<file path="src/rtl/tt_um_logic_unit.sv">
// Pipelined bitwise logic unit (AND/OR/XOR/NAND) with accumulator, zero flag
// and optional popcount. Popcount logic is built only when LOGIC_UNIT_POPCNT_EN is defined.
module tt_um_logic_unit #(
    parameter int WIDTH  = 8,
    parameter int STAGES = 2
) (
    input  logic                         clk,
    input  logic                         reset,
    input  logic                         ena,
    input  logic                         in_valid,
    input  logic [1:0]                   op,
    input  logic                         acc_en,
    input  logic                         acc_clr,
    input  logic [WIDTH-1:0]             a,
    input  logic [WIDTH-1:0]             b,
    output logic                         out_valid,
    output logic [WIDTH-1:0]             y,
    output logic                         zero,
    output logic [$clog2(WIDTH+1)-1:0]   count
);

    logic [WIDTH-1:0] acc;
    logic [WIDTH-1:0] a_sel;
    logic [WIDTH-1:0] r1_next;
    logic             capture;

    // acc_clr wins over in_valid: a clearing cycle never issues a transaction
    assign capture = in_valid && !acc_clr;
    assign a_sel   = acc_en ? acc : a;

    always_comb begin
        case (op)
            2'b00:   r1_next = a_sel & b;
            2'b01:   r1_next = a_sel | b;
            2'b10:   r1_next = a_sel ^ b;
            default: r1_next = ~(a_sel & b);
        endcase
    end

    always_ff @(posedge clk) begin
        if (reset)
            acc <= '0;
        else if (ena) begin
            if (acc_clr)
                acc <= '0;
            else if (in_valid)
                acc <= r1_next;
        end
    end

    logic [STAGES:1]             vld_pipe;
    logic [STAGES:1][WIDTH-1:0]  data_pipe;

    // Data registers load only with a valid token, so outputs hold their last result
    for (genvar k = 1; k <= STAGES; k++) begin : g_stage
        logic             v_in;
        logic [WIDTH-1:0] d_in;
        if (k == 1) begin : g_first
            assign v_in = capture;
            assign d_in = r1_next;
        end else begin : g_next
            assign v_in = vld_pipe[k-1];
            assign d_in = data_pipe[k-1];
        end

        always_ff @(posedge clk) begin
            if (reset) begin
                vld_pipe[k]  <= 1'b0;
                data_pipe[k] <= '0;
            end else if (ena) begin
                vld_pipe[k] <= v_in;
                if (v_in)
                    data_pipe[k] <= d_in;
            end
        end
    end

    logic             last_v;
    logic [WIDTH-1:0] last_d;

    if (STAGES == 1) begin : g_last1
        assign last_v = capture;
        assign last_d = r1_next;
    end else begin : g_lastn
        assign last_v = vld_pipe[STAGES-1];
        assign last_d = data_pipe[STAGES-1];
    end

    always_ff @(posedge clk) begin
        if (reset)
            zero <= 1'b0;
        else if (ena && last_v)
            zero <= (last_d == '0);
    end

`ifdef LOGIC_UNIT_POPCNT_EN
    localparam int CW = $clog2(WIDTH+1);
    logic [CW-1:0] pop;

    always_comb begin
        pop = '0;
        for (int i = 0; i < WIDTH; i++)
            pop = pop + CW'(last_d[i]);
    end

    always_ff @(posedge clk) begin
        if (reset)
            count <= '0;
        else if (ena && last_v)
            count <= pop;
    end
`else
    assign count = '0;
`endif

    assign out_valid = vld_pipe[STAGES];
    assign y         = data_pipe[STAGES];

endmodule

</file>
<file path="config.mk">
export PLATFORM = sky130hd
export DESIGN_NAME = tt_um_logic_unit
export DESIGN_NICKNAME = d
export VERILOG_FILES = /design/src/rtl/tt_um_logic_unit.sv
export SDC_FILE = /design/constraint.sdc
export NUM_CORES = 1
export LEC_CHECK = 0
export BUFFER_PORTS_ARGS = -buffer_cell sky130_fd_sc_hd__buf_4
export CAP_MARGIN = 20
export CORE_UTILIZATION = 48
export CTS_BUF_LIST = sky130_fd_sc_hd__clkbuf_8 sky130_fd_sc_hd__clkbuf_16
export CTS_CLUSTER_DIAMETER = 30
export DETAILED_ROUTE_END_ITERATION = 16
export GPL_TIMING_DRIVEN = 1
export PLACE_DENSITY = 0.82
export SLEW_MARGIN = 5
export SYNTH_ARGS = -nofsm -noshare
export SYNTH_HDL_FRONTEND = slang
export SYNTH_SLANG_ARGS = --single-unit
</file>
<file path="constraint.sdc">
create_clock -name clk -period 1.6 [get_ports clk]
set_input_delay 0.24 -clock clk [delete_from_list [all_inputs] [get_ports clk]]
set_output_delay 0.24 -clock clk [all_outputs]
set_load 0.05 [all_outputs]
</file>
==> results.txt <==
----------------------------------------------------
[Placed design]
  Half-perimeter wire length of the detailed placement result ... 2407 um
  Routability cong. ... slightly above 0.8
  # port buffers ... 33
  Instance area after placement ... between 1500 and 2000 um^2
  Setup Slack @ Placement ... -0.03944 ns

[Run]
  Reported max-cap violation count ... 0

[Critical path]
  WP data arrival ... 1.59 ns
  Cells along the critical path ... mux2i_1 > ha_1 > nor2_1 > a21oi_1 > a21oi_1 > a211oi_2
  Max FO, Critical Path ... 2
  Critical setup path kind ... flip-flop to flip-flop
  Slowest stage cell on the critical path ... sky130_fd_sc_hd__dfxtp_1
  Critical Path Start Type ... flip-flop
  Cell repeated most along the worst path ... sky130_fd_sc_hd__a21oi_1
  Critical path's largest stage delay ... about 0.32 ns
  Critical Path End Type ... flip-flop
  Critical path data required time ... about 1.8 ns

[Die]
  Initial core utilization ... 52.62%
  Number of rows created at floorplan ... 20
  Area of the placeable core ... ~3200 um^2
  Chip Height ... 60.79 um
  Die outline area ... about 3700 um^2
  I/O pin count ... 38
  Die W ... between 60 and 70 um

[Run status]
  Result of the run ... complete, no violations

[Drt]
  Average routed wire per standard cell ... 11.32 um
  First-pass detailed-route iteration total ... 4
  Vias per cell ... between 5 and 6
  Post-detailed-route count of antenna-violating nets ... 0
  Starting DRT DRC Count ... 32
  Overall routed net length ... ~3100 um
  Residual DRC count ... 0
  Via count ... about 1400

[STA]
  Clock tree skew after final layout ... between 0.008 and 0.009 ns
  Number of slew-limit violations in the final report ... 0
  Final cycle utilization of the critical path ... between 90 and 100%
  RSZ-0062 raised after global routing ... no
  F_max ... 0.6937 GHz
  Crit path setup slack, layout ... 0.1584 ns
  Final period demand of the worst path ... ~1.4 ns
  Sum of negative setup slack ... 0 ns
  Count of final setup violators ... 0
  Hold Vio Cnt, Final ... 0

[Global routing]
  Total routing resource utilization after global routing ... a little under a fifth
  Via count of the first global-routing pass ... ~1300
  Maximum number of pins on one net before global-route repair ... 30
  Remaining global-route overflow ... 0
  First-pass GRT wire length ... around 5300 um
  Initial antenna violation count ... 0

[Synthesis]
  Avg Inst Size Synth ... about 8.2 um^2
  Register area share after synthesis ... 32.58%
  Register bit count reported by yosys ... 27
  Top cell type's share of synthesized area ... between 30% and 40%
  Synth area leader ... sky130_fd_sc_hd__dfxtp_1
  Post-Synthesis Cells ... about 200
  Count of yosys warnings during synthesis ... 0
  Number of different library cells in the post-synthesis netlist ... 28
  Cell types with the largest area share after synthesis ... sky130_fd_sc_hd__dfxtp_1 33%, sky130_fd_sc_hd__ha_1 12%, sky130_fd_sc_hd__a21oi_1 8.1%
  Post-Synthesis Cell Area ... ~1700 um^2

[Clocking]
  Clock latency reported for the late side of the worst-skew pair ... 0.27 ns
  TritonCTS clock tree ... yes
  Max Root-Sink Buffers ... 2
  Num CTS Buffers ... 3
  Total setup buffers inserted after CTS ... 0
  Buffer cell driving the clock tree root ... sky130_fd_sc_hd__clkbuf_8
  Hold buffer count at CTS ... 0
  H-tree levels ... 1
  CTS Sinks ... 27
  Clock slew seen by the registers of the worst setup and hold paths ... about 0.09 ns
  Cells resized by post-CTS repair ... 0

[Layout]
  Share of post-route cells with drive strength above 1 ... around a fifth
  Number of inserted diodes ... 0
  Total area of sequential cells ... about 540 um^2
  Post-synthesis to final-layout area growth ... 15.76%
  Area taken by multi-input logic gates ... 945.9 um^2
  # fillers ... approximately 300
  Number of nets in the final layout ... ~270
  Final Instance Area ... around 1900 um^2
  Fin util ... roughly three fifths

[Worst hold path]
  Type of the tightest min-delay check ... input port to flip-flop

[Pwr]
  Largest vdd supply drop ... 0.0003827 V
  P_leak ... 0.8976 nW
  Power per cell area ... ~700 nW/um^2
  Tot Pwr ... approximately 1.3 mW

----------------------------------------------------
## per-stage QoR
| step | instances | hold WS (ns) |
|---|---|---|
| detailed placement | 268 | 0.4507 |
| floorplan | 205 | 0.4360 |
| finish | 272 | 0.3185 |
| global route | 272 | 0.3348 |
| global placement | 268 | 0.4477 |
| CTS | 272 | 0.3154 |
## synthesized netlist by cell type, drive strengths merged
library cell,count
a21oi,27
dfxtp,27
nand2,23
inv,19
ha,16
nor2,15
buf,13
nand2b,12
a211oi,9
mux2i,9
o21ai,9
nand3b,5
o211ai,4
clkbuf,3
nor2b,2
nor4,2
o31a,2
and2,1
and2b,1
and3b,1
conb,1
nand3,1
## critical path, delay by kind of cell, from the launching register on
kind / cells / cell delay (ns)
AO/OA/AOI/OAI: 3 / 0.43
flip-flops: 1 / 0.32
adder cells (fa/ha/maj): 1 / 0.27
multiplexers: 1 / 0.20
AND/OR/NAND/NOR: 1 / 0.10
## final cells by class
type	count	area share, %
Multi-Input combinational cell	143	49.25
Sequential cell	27	28.14
Timing Repair Buffer	35	13.68
Inverter	19	3.713
Tap cell	44	2.866
Clock buffer	3	2.150
Clock inverter	1	0.1954
## flip-flops by register name, summed over array words and instances (netlist names)
register,cells
acc,8
g_stage.d_in,8
g_stage.v_in,1
out_valid,1
y,8
zero,1
## cell usage in the layout, fill, tap and decap left out, types with 3 or more instances in the layout
cell / instances
sky130_fd_sc_hd__nand2b_1: 12
sky130_fd_sc_hd__clkbuf_8: 3
sky130_fd_sc_hd__mux2i_1: 9
sky130_fd_sc_hd__a211oi_2: 5
sky130_fd_sc_hd__buf_4: 35
sky130_fd_sc_hd__dfxtp_1: 27
sky130_fd_sc_hd__nor2_1: 14
sky130_fd_sc_hd__conb_1: 4
sky130_fd_sc_hd__ha_1: 16
sky130_fd_sc_hd__a21oi_1: 27
sky130_fd_sc_hd__nand3b_1: 5
sky130_fd_sc_hd__inv_1: 20
sky130_fd_sc_hd__a211oi_1: 4
sky130_fd_sc_hd__o21ai_0: 4
sky130_fd_sc_hd__o21ai_1: 5
sky130_fd_sc_hd__nand2_1: 23
## metal layers
| metal | share of wire (%) | vias to the layer above | track usage [%] |
|---|---|---|---|
| met5 | 0 | - | 0 |
| li1 | - | 715 | - |
| met4 | 1.7 | 0 | 6.818 |
| met2 | 50 | 29 | 33.28 |
| met1 | 44 | 628 | 22.69 |
| met3 | 3.5 | 6 | 4.264 |
## where the power goes
group | internal (mW) | leakage [nW] | switching, mW
sequential | 0.690 | 0.219 | 0.0126
combinational | 0.117 | 0.652 | 0.154
clock | 0.172 | 0.0269 | 0.198
total | 0.978 | 0.898 | 0.365
## cell families after synthesis
logic type | synth area share (%)
and+or+nand+nor | 18.70
muxes | 5.430
other | 0.2260
adders and majority gates | 12.07
DFF | 32.58
buffers and inverters | 11.09
AOI/OAI and AO/OA | 19.91
## worst paths after layout
kind / end / cells after the start / slack [ns] / start
worst max-delay path: g_stage[2].d_in[6] / 6 / 0.16 / acc[6]
worst min-delay path: g_stage[2].d_in[0] / 2 / 0.32 / reset
worst max register to register: g_stage[2].d_in[6] / 6 / 0.16 / acc[6]
worst min register to register: y[4] / 2 / 0.46 / y[4]
Power figures use the tool's default switching activity.
